## config.mk

```make
export PLATFORM = sky130hd
export DESIGN_NAME = hd44780_nibble_seq
export DESIGN_NICKNAME = d
export VERILOG_FILES = /design/src/rtl/hd44780_pkg.sv /design/src/rtl/hd44780_delay_timer.sv /design/src/rtl/hd44780_nibble_seq.sv
export SDC_FILE = /design/constraint.sdc
export NUM_CORES = 1
export LEC_CHECK = 0
export ABC_AREA = 1
export BUFFER_PORTS_ARGS = -buffer_cell sky130_fd_sc_hd__buf_2
export CORE_MARGIN = 4
export CORE_UTILIZATION = 50
export CTS_CLUSTER_SIZE = 25
export DETAILED_ROUTE_END_ITERATION = 8
export PLACE_DENSITY = 0.69
export SLEW_MARGIN = 20
export SYNTH_ARGS = -nofsm -noshare
export SYNTH_HDL_FRONTEND = slang
export SYNTH_HIERARCHICAL = 1
export SYNTH_SLANG_ARGS = --single-unit
```

## constraint.sdc

```tcl
create_clock -name clk -period 2.92 [get_ports clk]
set_input_delay 0.146 -clock clk [delete_from_list [all_inputs] [get_ports clk]]
set_output_delay 0.146 -clock clk [all_outputs]
set_load 0.005 [all_outputs]
```

## src/rtl/hd44780_pkg.sv

```systemverilog
// hd44780_pkg: shared state encoding and command constants for the HD44780 4-bit sequencer
package hd44780_pkg;

    typedef enum logic [3:0] {
        RESET,
        POR_WAIT,
        INIT_NIB,
        INIT_WAIT,
        IDLE,
        SETUP_HI,
        E_HI_HI,
        GAP,
        SETUP_LO,
        E_HI_LO,
        POST_WAIT
    } state_t;

    localparam logic [3:0] INIT_NIB_3 = 4'h3;
    localparam logic [3:0] INIT_NIB_2 = 4'h2;

    localparam logic [7:0] CMD_CLEAR    = 8'h01;
    localparam logic [7:0] CMD_HOME     = 8'h02;
    localparam logic [7:0] CMD_HOME_ALT = 8'h03;

    // Clear and return-home need the long execution wait; everything else is short.
    function automatic logic is_long_cmd(input logic rs, input logic [7:0] d);
        return !rs && (d == CMD_CLEAR || d == CMD_HOME || d == CMD_HOME_ALT);
    endfunction

endpackage

```

## src/rtl/hd44780_delay_timer.sv

```systemverilog
// hd44780_delay_timer: loadable down-counter that flags the last cycle of a timed state
// Ports:
//   clk, rst_n  clock, asynchronous active-low reset
//   load        load strobe, asserted on the edge that enters a timed state
//   load_val    cycle count for the state being entered (already clamped to >= 1)
//   expire      high on the cycle the count reaches 1, i.e. the state's last cycle
module hd44780_delay_timer #(
    parameter int W = 22
) (
    input  logic         clk,
    input  logic         rst_n,
    input  logic         load,
    input  logic [W-1:0] load_val,
    output logic         expire
);

    logic [W-1:0] cnt;

    always_ff @(posedge clk or negedge rst_n) begin
        if (!rst_n)
            cnt <= '0;
        else
            cnt <= load ? load_val : (cnt == '0 ? cnt : cnt - 1'b1);
    end

    assign expire = cnt == W'(1);

endmodule

```

## src/rtl/hd44780_nibble_seq.sv

```systemverilog
// hd44780_nibble_seq: writes bytes to an HD44780 LCD over the 4-bit bus with E pulse and execution-time pacing
// Ports:
//   clk, rst_n          clock, asynchronous active-low reset
//   stb, dat, rs        command request, byte, register select (0 instruction, 1 data)
//   ack                 one-cycle pulse when a request is accepted
//   busy                high while a write or the init sequence is running
//   init_done           high once the LCD accepts commands
//   lcd_rs, lcd_e       LCD RS and E pins
//   lcd_data            LCD DB7..DB4
// Build option: define HD44780_INIT_SEQ_EN to run the power-on 4-bit init nibbles after reset.
module hd44780_nibble_seq
    import hd44780_pkg::*;
#(
    parameter int E_HIGH_CYC     = 24,
    parameter int NIB_GAP_CYC    = 48,
    parameter int CMD_WAIT_CYC   = 2400,
    parameter int LONG_WAIT_CYC  = 96000,
    parameter int POR_WAIT_CYC   = 2400000,
    parameter int INIT_WAIT1_CYC = 197000,
    parameter int INIT_WAIT2_CYC = 4800,
    parameter int TIMER_BITS     = 22
) (
    input  logic       clk,
    input  logic       rst_n,
    input  logic       stb,
    input  logic [7:0] dat,
    input  logic       rs,
    output logic       ack,
    output logic       busy,
    output logic       init_done,
    output logic       lcd_rs,
    output logic       lcd_e,
    output logic [3:0] lcd_data
);

    localparam longint T_LIMIT = longint'(1) << TIMER_BITS;

    if (E_HIGH_CYC >= T_LIMIT || NIB_GAP_CYC >= T_LIMIT || CMD_WAIT_CYC >= T_LIMIT ||
        LONG_WAIT_CYC >= T_LIMIT || POR_WAIT_CYC >= T_LIMIT || INIT_WAIT1_CYC >= T_LIMIT ||
        INIT_WAIT2_CYC >= T_LIMIT) begin : g_timer_bits_check
        $error("hd44780_nibble_seq: TIMER_BITS too small for a *_CYC parameter");
    end

    // A zero count would never reach 1, so zero is clamped to a single cycle.
    localparam logic [TIMER_BITS-1:0] T_ONE  = TIMER_BITS'(1);
    localparam logic [TIMER_BITS-1:0] T_EH   = TIMER_BITS'(E_HIGH_CYC < 1 ? 1 : E_HIGH_CYC);
    localparam logic [TIMER_BITS-1:0] T_GAP  = TIMER_BITS'(NIB_GAP_CYC < 1 ? 1 : NIB_GAP_CYC);
    localparam logic [TIMER_BITS-1:0] T_CMD  = TIMER_BITS'(CMD_WAIT_CYC < 1 ? 1 : CMD_WAIT_CYC);
    localparam logic [TIMER_BITS-1:0] T_LONG = TIMER_BITS'(LONG_WAIT_CYC < 1 ? 1 : LONG_WAIT_CYC);
`ifdef HD44780_INIT_SEQ_EN
    localparam logic [TIMER_BITS-1:0] T_POR  = TIMER_BITS'(POR_WAIT_CYC < 1 ? 1 : POR_WAIT_CYC);
    localparam logic [TIMER_BITS-1:0] T_W1   = TIMER_BITS'(INIT_WAIT1_CYC < 1 ? 1 : INIT_WAIT1_CYC);
    localparam logic [TIMER_BITS-1:0] T_W2   = TIMER_BITS'(INIT_WAIT2_CYC < 1 ? 1 : INIT_WAIT2_CYC);
    logic [1:0] ini_idx;
`endif

    state_t                  state, next;
    logic                    accept, load, expire, long_q;
    logic [TIMER_BITS-1:0]   load_val;
    logic [7:0]              dat_q;

    assign accept = state == IDLE && init_done && stb;
    assign busy   = state != RESET && state != IDLE;
    // Every state change reloads the shared timer with the new state's duration.
    assign load   = next != state;

    always_comb begin
        next = state;
        case (state)
`ifdef HD44780_INIT_SEQ_EN
            RESET:     next = POR_WAIT;
            POR_WAIT:  next = expire ? INIT_NIB : state;
            INIT_NIB:  next = expire ? E_HI_HI : state;
            INIT_WAIT: next = expire ? (ini_idx == 2'd3 ? IDLE : INIT_NIB) : state;
`else
            RESET:     next = IDLE;
`endif
            IDLE:      next = accept ? SETUP_HI : state;
            SETUP_HI:  next = expire ? E_HI_HI : state;
            // The high-nibble E pulse is shared with the init nibbles, which skip the low half.
            E_HI_HI:   next = expire ? (init_done ? GAP : INIT_WAIT) : state;
            GAP:       next = expire ? SETUP_LO : state;
            SETUP_LO:  next = expire ? E_HI_LO : state;
            E_HI_LO:   next = expire ? POST_WAIT : state;
            POST_WAIT: next = expire ? IDLE : state;
            default:   next = RESET;
        endcase
    end

    always_comb begin
        load_val = T_ONE;
        case (next)
            E_HI_HI, E_HI_LO: load_val = T_EH;
            GAP:              load_val = T_GAP;
            POST_WAIT:        load_val = long_q ? T_LONG : T_CMD;
`ifdef HD44780_INIT_SEQ_EN
            POR_WAIT:         load_val = T_POR;
            INIT_WAIT:        load_val = ini_idx == 2'd0 ? T_W1 : ini_idx == 2'd1 ? T_W2 : T_CMD;
`endif
            default:          load_val = T_ONE;
        endcase
    end

    always_ff @(posedge clk or negedge rst_n) begin
        if (!rst_n) begin
            state     <= RESET;
            ack       <= 1'b0;
            init_done <= 1'b0;
            lcd_rs    <= 1'b0;
            lcd_e     <= 1'b0;
            lcd_data  <= 4'h0;
            dat_q     <= 8'h00;
            long_q    <= 1'b0;
`ifdef HD44780_INIT_SEQ_EN
            ini_idx   <= 2'd0;
`endif
        end else begin
            state <= next;
            ack   <= accept;
            lcd_e <= next == E_HI_HI || next == E_HI_LO;
            if (next == IDLE)
                init_done <= 1'b1;
            // Bus values change only on setup entry, when E is guaranteed low.
            if (accept) begin
                dat_q    <= dat;
                long_q   <= is_long_cmd(rs, dat);
                lcd_rs   <= rs;
                lcd_data <= dat[7:4];
            end
            if (state == GAP && next == SETUP_LO)
                lcd_data <= dat_q[3:0];
`ifdef HD44780_INIT_SEQ_EN
            if (state == INIT_WAIT && next == INIT_NIB)
                ini_idx <= ini_idx + 2'd1;
            if (next == INIT_NIB && state != INIT_NIB) begin
                lcd_rs   <= 1'b0;
                lcd_data <= (state == INIT_WAIT && ini_idx == 2'd2) ? INIT_NIB_2 : INIT_NIB_3;
            end
`endif
        end
    end

    hd44780_delay_timer #(.W(TIMER_BITS)) u_timer (
        .clk      (clk),
        .rst_n    (rst_n),
        .load     (load),
        .load_val (load_val),
        .expire   (expire)
    );

endmodule

```

Word level (Yosys, flattened, before mapping)
Cells that the tools add are included.
- add/subtract/negate cells: 1
- $mul: 0
- divide/modulo/power cells: 0
- magnitude comparators: 0
- equality and inequality tests: 20
- shift operators: 0
- muxes and demuxes: 15
- bitwise logic cells: 0
- reduce and logical (&&, ||, !) cells: 14
- operator list (kind ; number):
    $pmux W17 S3 ; 1
    $mux W22 ; 2
    $mux W4 ; 9
    $pmux W4 S8 ; 1
    $eq A4 B3 Y1 const B ; 7
    $eq A4 B4 Y1 const B ; 6
    $eq A22 B1 Y1 const B ; 1
    $logic_not A22 Y1 ; 1
    $sub A22 B1 Y22 const B ; 1
    $mux W17 ; 1
    $eq A8 B2 Y1 const B ; 2
    $eq A8 B1 Y1 const B ; 1
    $logic_and A1 B1 Y1 ; 5
    $logic_not A4 Y1 ; 1
    $ne A4 B3 Y1 const B ; 1
    $ne A4 B4 Y1 ; 1
    $reduce_bool A4 Y1 ; 1
    $logic_or A1 B1 Y1 ; 3
    $mux W3 ; 1
    $ne A2 B2 Y1 const B ; 1
    $reduce_bool A2 Y1 ; 1
    $reduce_or A2 Y1 ; 1
    $logic_not A1 Y1 ; 1
- flip-flop bits (word level): 39
- latch bits: 0
- RAM bits: 0
- memory bits (read-only): 0
- bits of input ports: 12
- output and inout port bits: 9
- logic and storage cells: 59
- memories kept: 0

Logic depth before layout (Yosys ltp)
Gate-level depths: netlist of run 1.
- depth after elaboration: 9
- depth in mapped cells: 23
- gate-level depth less buffers: 20

Cells and area by module
Netlist of run 1, hierarchy kept.
- by module, submodules not included (module ; instances ; cells each ; area each (um^2) ; sequential area each (um^2)):
    hd44780_delay_timer ; 1 ; 231 ; 1511.4 ; 550.5
    hd44780_nibble_seq ; 1 ; 148 ; 1049.8 ; 425.4

Worst setup path before layout of run 1
No wires, ideal clock.
- path kind: register to register
- start point: reg u_timer.cnt[17]
- end point: reg u_timer.cnt[4]
- setup time: 0.118 ns
- arrival time: 2.490 ns
- required time: 2.802 ns
- path slack: 0.312 ns
- stages on the path, launching flop included: 19
- path buffers: 2
- path through: dfrtp_1 nor2_1 nand2_1 nor2_1 nand4_1 nor3_1 clkbuf_8 inv_1 nand3_1 nand3_1 nor2_1 nor2_1 nor2_1 nand2_1 clkbuf_1 inv_1 nand4_1 inv_1 nor2_1
- RTL lines (item ; RTL line ; RTL):
    from (decl) ; hd44780_delay_timer.sv:17 ; logic [W-1:0] cnt;
    from (signal assigned) ; hd44780_delay_timer.sv:23 ; cnt <= load ? load_val : (cnt == '0 ? cnt : cnt - 1'b1);
    $eq A22 B1 Y1 (*) ; hd44780_delay_timer.sv:26 ; assign expire = cnt == W'(1);
    net expire ; hd44780_nibble_seq.sv:58 ; logic accept, load, expire, long_q;
    $mux W4 (tied with other cells) ; hd44780_nibble_seq.sv:85 ; POST_WAIT: next = expire ? IDLE : state;
    $pmux W4 S8 (*) ; hd44780_nibble_seq.sv:69 ; case (state)
    $ne A4 B4 Y1 (*) ; hd44780_nibble_seq.sv:65 ; assign load = next != state;
    net load ; hd44780_nibble_seq.sv:58 ;
    $ne A2 B2 Y1 (no line) / $mux W22 (equally long branches) ; - ;
The timed path passes the listed nets; every way through them passes the cells marked *.
A chain may end at the register's enable or synchronous reset.

Final worst setup path of run 1
- start point: reg u_timer.cnt[16]
- end point: reg u_timer.cnt[1]
- RTL lines (item ; RTL line ; RTL):
    $eq A22 B1 Y1 (*) ; hd44780_delay_timer.sv:26 ;
    net expire ; hd44780_nibble_seq.sv:58 ;
    $mux W4 (tied with other cells) ; hd44780_nibble_seq.sv:85 ;
    $pmux W4 S8 (*) ; hd44780_nibble_seq.sv:69 ;
    net next[1] ; hd44780_nibble_seq.sv:57 ; state_t state, next;
    $ne A4 B4 Y1 (*) ; hd44780_nibble_seq.sv:65 ;
    net load ; hd44780_nibble_seq.sv:58 ;
    $ne A2 B2 Y1 (no line) / $mux W22 (equally long branches) ; - ;
Marked as above.

==> flow_summary.json, run 1 <==
{
  "status": "finished clean",
  "critPathMaxStageDelay_ns": 0.42,
  "vias_per_cell": 4.99,
  "design.core.area_um2": 4850,
  "crit_family": "simple AND/OR/NAND/NOR gates",
  "clock.fmax_ghz": 0.380,
  "area_growth_pct": 14.0,
  "row_count": 25,
  "synth_cells": 379,
  "cts_tree": "yes",
  "critPathLaunchType": "register",
  "seqPwrFrac_pct": 30.4,
  "place_hpwl_um": 4440,
  "ir_drop_mv": 0.470,
  "clock_path_buffers": 2,
  "routabilityCongestion": 0.991,
  "final_nets": 433,
  "insertion_delay_ns": 0.30,
  "post-route-min-period_ns": 2.63,
  "r2r_setup_slack_ns": 0.29,
  "tightest_slew_ns": 0.882,
  "startpoint": "u_timer/cnt[16]$_DFFE_PN0P_",
  "arrival_ns": 2.80,
  "ys_seq_area_share_pct": 38.1,
  "ant_nets": 0,
  "share_comb_of_total_power_pct": 57.6,
  "swShare_pct": 50.5,
  "grt_use_total_pct": 21.4,
  "drt_iter0_drc": 182,
  "ys_top_cells_by_area": "dfrtp_1 38%, nand2_1 23%, nor2_1 6.6%",
  "worstReg2RegStart": "u_timer/cnt[16]$_DFFE_PN0P_",
  "drv_cap": 0,
  "io_buffers": 20,
  "die_width_um": 79.6,
  "cts_made_buffers": 5,
  "ys_warn_count": 6,
  "cts_sinks": 39,
  "pre_cts_slack_ns": 0.165,
  "power_frac_clock_pct": 12.0,
  "synth.distinct_cells": 29,
  "dieHeight_um": 79.6,
  "synth.avg_cell_area_um2": 6.76,
  "synthesis.area_um2": 2560,
  "critPathSlowestCell": "dfrtp_1",
  "finalClockSkew_ns": 0.00688,
  "grt_max_degree": 40,
  "drcViolationCount": 0,
  "crit_path_end": "u_timer/cnt[1]$_DFFE_PN0P_",
  "p_leak_uw": 0.00163,
  "criticalPathCategory": "reg -> reg",
  "dr.pass1.iters": 4,
  "crit_buf_inv": 3,
  "setup_viol": 0,
  "cp_num_cells": 17,
  "p_int_uw": 1510,
  "path_clk_slew_ns": 0.08,
  "die_area_um2": 6330,
  "powerDensity_nw_per_um2": 1050,
  "crit_chain": "nor2_2 > nand2_1 > nor2_2 > nand4_1 > nor3_2 > buf_4 > buf_4 > nor2_1 > nand2_1 > nand3_2 > nor2_1 > nor2_1 > nand2_1 > buf_4 > o21ai_0 > nand2_1 > o21ai_0",
  "crit_top_cell": "nand2_1",
  "design_area_um2": 2920,
  "cts_max_level": 2,
  "wl_per_cell_um": 12.2,
  "synthFlopType": "dfrtp_1",
  "antenna_found_initial": 0,
  "synth_area_leader_cell": "dfrtp_1",
  "power.total_uw": 3050,
  "timing.slew.headroom_pct": 41.2,
  "finalCritPeriodShare_pct": 90.2,
  "min_path_type": "in -> reg",
  "initial_core_util_pct": 52.8,
  "setup_ws_ns": 0.286,
  "routed_wirelength_um": 5950,
  "via_count": 2432,
  "diodes": 0,
  "grt_first_pass_wirelength_um": 10600,
  "gr-total-overflow": 0,
  "drv_slew": 0,
  "io_pins": 21,
  "synth-seq-cells": 39,
  "switchingPower_uw": 1540,
  "yosys.area.top_type_share_pct": 38.1,
  "crit_path_end_kind": "register",
  "synthArstFlopShare_pct": 100,
  "path_max_fanout": 25,
  "rr_worst_depth": 17,
  "timing.rr.end": "u_timer/cnt[1]$_DFFE_PN0P_",
  "hold_violations": 0,
  "clockRootBuffer": "clkbuf_8",
  "place_area_um2": 2760,
  "cp.required_ns": 3.09,
  "drive_above_1_share_pct": 17.9,
  "grt_pass1_vias": 2299,
  "synth-edff-count": 0
}
-- synthesized netlist by cell type (all sizes together), types with 2 or more instances --
library cell,number
xor2,7
nor2,58
nand3,34
o21ai,12
nand2,160
inv,36
nand4,8
o21bai,2
nor3,2
ha,2
clkbuf,4
buf,3
a21oi,2
dfrtp,39
nand3b,5
-- tightest hold or removal path: stages --
cell and delay [ns]:
buf_2 0.09, nand2_1 0.05, nand2_1 0.04
-- metal layers --
metal	global-route usage [%]	vias up	share of wire (%)
met5	0	-	0
met4	5.15	0	1.1
met3	4.29	6	5.3
met2	33.1	63	44
met1	30.6	1104	50
li1	-	1259	-
-- worst min-delay path by stage --
stage,from,end,slack (ns),cells after the start
4_1_cts,dat[2],dat_q[2]$_DFFE_PN0P_,0.04,3
3_5_place_dp,rst_n,init_done$_DFFE_PN0N_,0.33,1
2_1_floorplan,rst_n,ack$_DFF_PN0_,-0.15,0
3_3_place_gp,rst_n,init_done$_DFFE_PN0N_,0.32,1
6_report,dat[2],dat_q[2]$_DFFE_PN0P_,0.05,3
5_1_grt,dat[2],dat_q[2]$_DFFE_PN0P_,0.06,3
-- registers in the layout, indices dropped and copies added, names as in the netlist, 4 cells and up --
register	count
u_timer/cnt	22
state	4
dat_q	4
lcd_data	4
-- layout by cell type (no fill, tap or decap), types with 2 or more instances in the layout --
cell type / instances
nand3_1: 29
buf_2: 20
nand3_2: 5
nor2_2: 12
buf_4: 11
o21ai_0: 10
ha_1: 2
nor2_1: 42
nand2_4: 3
nor2_4: 4
inv_1: 29
conb_1: 9
clkbuf_8: 5
nand3b_1: 5
xor2_1: 7
nand2_2: 4
clkinvlp_4: 2
a21oi_1: 2
nand4_1: 8
o21ai_1: 2
o21bai_1: 2
inv_2: 7
dfrtp_1: 39
nand2_1: 153
-- kinds of logic (layout without fill, tap and decap cells) --
family,after synthesis,in the layout,synth area share (%)
adders and majority gates,2,2,0.977
other,1,9,0.146
xor gates and xnor gates,8,8,2.74
buffers and inverters,43,76,7.28
and+or+nand+nor,268,268,46.8
AOI/OAI and AO/OA,18,18,3.91
DFF,39,39,38.1
-- area by class of cell --
class                      count  area, um^2
clock buffer                   5        68.8
clock inverter                 3        20.0
timing repair buffer          32         193
multi-input combinational    305        1440
fill                         478        1930
sequential                    39         976
inverter                      36         135
tap                           67        83.8
-- timing repair --
item                       in CTS  in global routing
setup buffers                   0                  6
hold buffers                    1                  0
gates resized for setup         0                  8
setup endpoints to repair       0                 18
hold endpoints to repair        4                  0
-- power groups by stage --
stage / sequential [uW] / clock (uW) / combinational, uW
after CTS: 922 / 382 / 1680
after floorplan: 891 / 0 / 1300
after global placement: 927 / 0 / 1670
after detailed placement: 930 / 0 / 1660
final: 927 / 367 / 1760
after global routing: 958 / 400 / 2030
-- through the flow --
step / hold WS [ns] / TNS, ns / utilization [%] / std cells
floorplan: -0.150 / 0 / - / 387
detailed placement: 0.328 / 0 / 57.0 / 472
global placement: 0.324 / 0 / 57.0 / 472
finish: 0.0526 / 0 / 60.2 / 487
CTS: 0.0439 / 0 / 59.0 / 481
global route: 0.0613 / -0.0783 / 60.2 / 487
No activity file was read; power rests on OpenSTA's default activity.
==> run 2: changes to the inputs <==
- CORE_ASPECT_RATIO: unset -> 0.5
==> flow_summary.json, run 2 (same netlist as run 1, synthesis figures left out) <==
{
  "status": "finished clean",
  "cp_num_cells": 21,
  "die_width_um": 109,
  "cp.required_ns": 3.16,
  "design.core.area_um2": 4930,
  "gr-total-overflow": 0,
  "post-route-min-period_ns": 2.62,
  "row_count": 18,
  "critPathSlowestCell": "dfrtp_1",
  "ir_drop_mv": 0.570,
  "crit_family": "simple AND/OR/NAND/NOR gates",
  "hold_start": "rs",
  "min_path_type": "in -> reg",
  "power.total_uw": 3130,
  "crit_chain": "nor2_2 > nand2_2 > inv_1 > nand4_1 > nor3_2 > buf_4 > inv_1 > nand3_1 > nand2_1 > inv_1 > nand2_4 > nand2_1 > nand2_1 > nor2_1 > nand2_1 > inv_1 > buf_4 > nand2_4 > inv_4 > nand2_1 > nand2_1",
  "path_clk_slew_ns": 0.09,
  "layout_common_cells": "153 x nand2_1, 42 x nor2_1, 39 x dfrtp_1",
  "r2r_setup_slack_ns": 0.30,
  "antenna_found_initial": 0,
  "cts_sinks": 39,
  "timing.rr.end": "u_timer/cnt[20]$_DFFE_PN0P_",
  "max_flop_register": "u_timer/cnt",
  "diodes": 0,
  "vias_per_cell": 4.95,
  "routed_wirelength_um": 6040,
  "register_area_um2": 976,
  "final.fill_count": 461,
  "finalClockSkew_ns": 0.0124,
  "final_common_cell": "nand2_1",
  "arrival_ns": 2.86,
  "via_count": 2399,
  "crit_buf_inv": 7,
  "crit_top_cell": "nand2_1",
  "powerDensity_nw_per_um2": 1070,
  "clock.fmax_ghz": 0.381,
  "dr.pass1.iters": 5,
  "drive_above_1_share_pct": 16.4,
  "grt_use_total_pct": 20.6,
  "timing.slew.headroom_pct": 40.4,
  "grt_first_pass_wirelength_um": 10200,
  "cts_tree": "yes",
  "die_area_um2": 6400,
  "path_max_fanout": 11,
  "grt_pass1_vias": 2212,
  "io_buffers": 20,
  "setup_viol": 0,
  "hold_path_end": "lcd_rs$_DFFE_PN0P_",
  "clock_path_buffers": 2,
  "rr_worst_depth": 21,
  "setup_tns_ns": 0,
  "critPathMaxStageDelay_ns": 0.44,
  "pre_cts_slack_ns": 0.153,
  "setup_ws_ns": 0.297,
  "drv_cap": 0,
  "criticalPathCategory": "reg -> reg",
  "crit_path_end_kind": "register",
  "clockRootBuffer": "clkbuf_8",
  "p_leak_uw": 0.00163,
  "final_nets": 428,
  "worstReg2RegStart": "u_timer/cnt[4]$_DFFE_PN0P_",
  "largest_reg_flops": 22,
  "tightest_slew_ns": 0.894,
  "grt_max_degree": 40,
  "critPathLaunchType": "register",
  "cts_max_level": 2,
  "drt_iter0_drc": 151,
  "routabilityCongestion": 0.964,
  "ant_nets": 0,
  "finalCritPeriodShare_pct": 89.8,
  "drv_slew": 0,
  "place_hpwl_um": 4490,
  "insertion_delay_ns": 0.31,
  "hold_depth": 3,
  "area_growth_pct": 14.2,
  "multi_input_area_um2": 1450,
  "drcViolationCount": 0,
  "dieHeight_um": 58.6,
  "cts_made_buffers": 5,
  "wl_per_cell_um": 12.4,
  "io_pins": 21,
  "utilization_pct": 59.3,
  "initial_core_util_pct": 51.9,
  "worst_hold_slack_ns": 0.0492,
  "hold_violations": 0
}
## run 2: cell count changes in the layout (fill, tap and decap cells not counted), sizes merged
cell | previous run | this run
buf | 31 | 26
bufinv | 0 | 1
clkinv | 1 | 0
clkinvlp | 2 | 1
inv | 36 | 37
## run 2: how the worst max path moves through the flow
stage	startpoint	to	slack (ns)
floorplan	u_timer/cnt[17]$_DFFE_PN0P_	u_timer/cnt[4]$_DFFE_PN0P_	0.31
global placement	u_timer/cnt[17]$_DFFE_PN0P_	u_timer/cnt[0]$_DFFE_PN0P_	0.22
detailed placement	u_timer/cnt[17]$_DFFE_PN0P_	u_timer/cnt[20]$_DFFE_PN0P_	0.15
CTS	u_timer/cnt[17]$_DFFE_PN0P_	u_timer/cnt[20]$_DFFE_PN0P_	0.11
global route	u_timer/cnt[17]$_DFFE_PN0P_	u_timer/cnt[0]$_DFFE_PN0P_	-0.07
finish	u_timer/cnt[4]$_DFFE_PN0P_	u_timer/cnt[20]$_DFFE_PN0P_	0.30
## run 2: timing repair
item,in CTS,in global routing
endpoints found under the setup margin,0,22
setup buffers,0,3
hold endpoints to repair,6,0
gates resized for setup,0,8
hold buffers,1,0
## run 2: cell type report
| type | instances | area share [%] |
|---|---|---|
| Multi-Input combinational cell | 305 | 49.6 |
| Sequential cell | 39 | 33.4 |
| Timing Repair Buffer | 27 | 5.43 |
| Inverter | 36 | 4.71 |
| Tap cell | 70 | 3.00 |
| Clock buffer | 5 | 2.35 |
| Clock inverter | 3 | 1.58 |
## run 2: per-stage QoR
| stage | instances | area (um^2) |
|---|---|---|
| floorplan | 387 | 2590 |
| global placement | 473 | 2750 |
| detailed placement | 473 | 2750 |
| CTS | 482 | 2880 |
| global route | 485 | 2920 |
| finish | 485 | 2920 |
## run 2: power by group
group	leakage (uW)	switching, uW	internal (uW)
clock network	0.0000548	220	258
registers	0.000497	184	743
logic	0.00108	1160	565
## run 2: tightest hold or removal path: cells and delay by family
family	cells	cell delay, ns
simple gates	2	0.09
buf+inv	1	0.09
## run 2: metal layers
layer / part of all wire [%] / GRT usage, % / vias up
li1: - / - / 1246
met1: 50 / 28.6 / 1097
met2: 44 / 31.9 / 52
met3: 5.2 / 5.91 / 4
met4: 1.0 / 5.51 / 0
met5: 0 / 0 / -
==> run 3: changes to the inputs <==
- GPL_ROUTABILITY_DRIVEN: unset -> 1
- GPL_TIMING_DRIVEN: unset -> 0
- clock period: 2.92 -> 3.1 ns (I/O delays scaled with it)
==> flow_summary.json, run 3 (same netlist as run 1, synthesis figures left out) <==
{
  "layout_common_cells": "153 x nand2_1, 42 x nor2_1, 39 x dfrtp_1",
  "routabilityCongestion": 0.972,
  "insertion_delay_ns": 0.30,
  "r2r_setup_slack_ns": 0.24,
  "diodes": 0,
  "max_flop_register": "u_timer/cnt",
  "die_area_um2": 6400,
  "place_hpwl_um": 4470,
  "crit_path_end_kind": "register",
  "grt_pass1_vias": 2298,
  "p_leak_uw": 0.00166,
  "worst_hold_slack_ns": -0.0291,
  "largest_reg_flops": 22,
  "ant_nets": 0,
  "finalCritPeriodShare_pct": 92.4,
  "cts_hold_buf": 0,
  "hold_violations": 39,
  "antenna_found_initial": 0,
  "powerDensity_nw_per_um2": 1020,
  "timing.rr.end": "u_timer/cnt[2]$_DFFE_PN0P_",
  "arrival_ns": 3.05,
  "ir_drop_mv": 0.447,
  "setup_viol": 0,
  "cts_sinks": 39,
  "drt_iter0_drc": 146,
  "finalClockSkew_ns": 0.00738,
  "vias_per_cell": 5.00,
  "die_width_um": 109,
  "drive_above_1_share_pct": 18.1,
  "rr_worst_depth": 19,
  "post-route-min-period_ns": 2.86,
  "setup_ws_ns": 0.235,
  "grt_first_pass_wirelength_um": 10300,
  "initial_core_util_pct": 51.9,
  "path_max_fanout": 7,
  "area_growth_pct": 16.1,
  "drv_cap": 0,
  "routed_wirelength_um": 6000,
  "critPathLaunchType": "register",
  "dieHeight_um": 58.6,
  "violations": "negative hold slack",
  "grt_max_degree": 40,
  "worstReg2RegStart": "u_timer/cnt[17]$_DFFE_PN0P_",
  "cts_tree": "yes",
  "path_clk_slew_ns": 0.09,
  "power.total_uw": 3020,
  "status": "finished, violations left",
  "cts_max_level": 2,
  "setup_tns_ns": 0,
  "io_buffers": 20,
  "design.core.area_um2": 4930,
  "gr-total-overflow": 0,
  "grt_use_total_pct": 20.6,
  "dr.pass1.iters": 5,
  "cp.required_ns": 3.29,
  "wl_per_cell_um": 12.2,
  "final_common_cell": "nand2_1",
  "timing.slew.headroom_pct": 41.8,
  "min_path_type": "in -> async",
  "wl_met1_um": 2820,
  "io_pins": 21,
  "clock.fmax_ghz": 0.349,
  "pre_cts_slack_ns": -0.193,
  "via_count": 2453,
  "dr.max_layer_used": "met4",
  "row_count": 18,
  "cts_made_buffers": 5,
  "criticalPathCategory": "reg -> reg",
  "final_nets": 434,
  "wl_met2_um": 2760,
  "drv_slew": 0,
  "clockRootBuffer": "clkbuf_8",
  "tightest_slew_ns": 0.874,
  "clock_path_buffers": 2,
  "dr_wl_met3_um": 334,
  "drcViolationCount": 0
}
-- run 3: changes by cell type in the layout (fill, tap and decap cells not counted), sizes merged --
| cell | before | now |
|---|---|---|
| buf | 26 | 31 |
| dlygate4sd3 | 1 | 0 |
| clkbuf | 5 | 7 |
-- run 3: worst max-delay path by stage --
stage / start / slack, ns / endpoint / cells after the start
3_3_place_gp: u_timer/cnt[17]$_DFFE_PN0P_ / -0.15 / u_timer/cnt[4]$_DFFE_PN0P_ / 18
4_1_cts: u_timer/cnt[17]$_DFFE_PN0P_ / 0.05 / u_timer/cnt[11]$_DFFE_PN0P_ / 18
5_1_grt: u_timer/cnt[17]$_DFFE_PN0P_ / -0.05 / u_timer/cnt[2]$_DFFE_PN0P_ / 20
2_1_floorplan: u_timer/cnt[17]$_DFFE_PN0P_ / 0.49 / u_timer/cnt[4]$_DFFE_PN0P_ / 18
3_5_place_dp: u_timer/cnt[17]$_DFFE_PN0P_ / -0.19 / u_timer/cnt[1]$_DFFE_PN0P_ / 17
6_report: u_timer/cnt[17]$_DFFE_PN0P_ / 0.24 / u_timer/cnt[2]$_DFFE_PN0P_ / 19
-- run 3: report_power, final --
part | switching [uW] | internal (uW) | leakage, uW
registers | 172 | 700 | 0.000497
clock network | 201 | 243 | 0.0000548
logic | 1110 | 594 | 0.00110
total | 1480 | 1540 | 0.00166
-- run 3: per-layer routing --
metal | vias to the layer above | GRT usage, %
met2 | 59 | 32.9
met4 | 0 | 5.15
met5 | - | 0
met3 | 9 | 5.04
li1 | 1256 | -
met1 | 1129 | 28.4
-- run 3: final cells by class --
type	instances	area, um^2
Inverter	36	138
Buffer	6	50.0
Sequential cell	39	976
Tap cell	70	87.6
Multi-Input combinational cell	305	1450
Timing Repair Buffer	27	153
Clock buffer	5	68.8
Fill cell	475	1960
Clock inverter	3	46.3
-- run 3: critical path, stage by stage, from the launching register on --
cell and delay (ns):
dfrtp_1 0.44, nor2_2 0.14, nand2_1 0.12, nor2_4 0.13, nand4_1 0.11, nor3_2 0.26, clkbuf_8 0.20, buf_4 0.13
nor2_1 0.06, nand3_1 0.08, nand3_1 0.10, nor2_4 0.16, nor2_1 0.05, nor2_1 0.12, nand2_2 0.14, inv_4 0.12
nand4_1 0.09, buf_4 0.17, inv_1 0.09, a21oi_1 0.05
-- run 3: per-stage QoR --
stage          cells  hold WS (ns)  instance area (um^2)  util (%)
6_report         491       -0.0291                  2970      60.3
5_1_grt          491        0.0505                  2970      60.3
4_1_cts          486       0.00706                  2910      59.0
3_5_place_dp     477         0.343                  2780      56.3
3_3_place_gp     477         0.325                  2780      56.3
2_1_floorplan    387        -0.141                  2590         -
-- run 3: timing repair --
item,in CTS,in global routing
buffers inserted,1,6
resized for setup,4,9
setup endpoints to repair,18,22
pin swaps,1,2
cloned,0,0
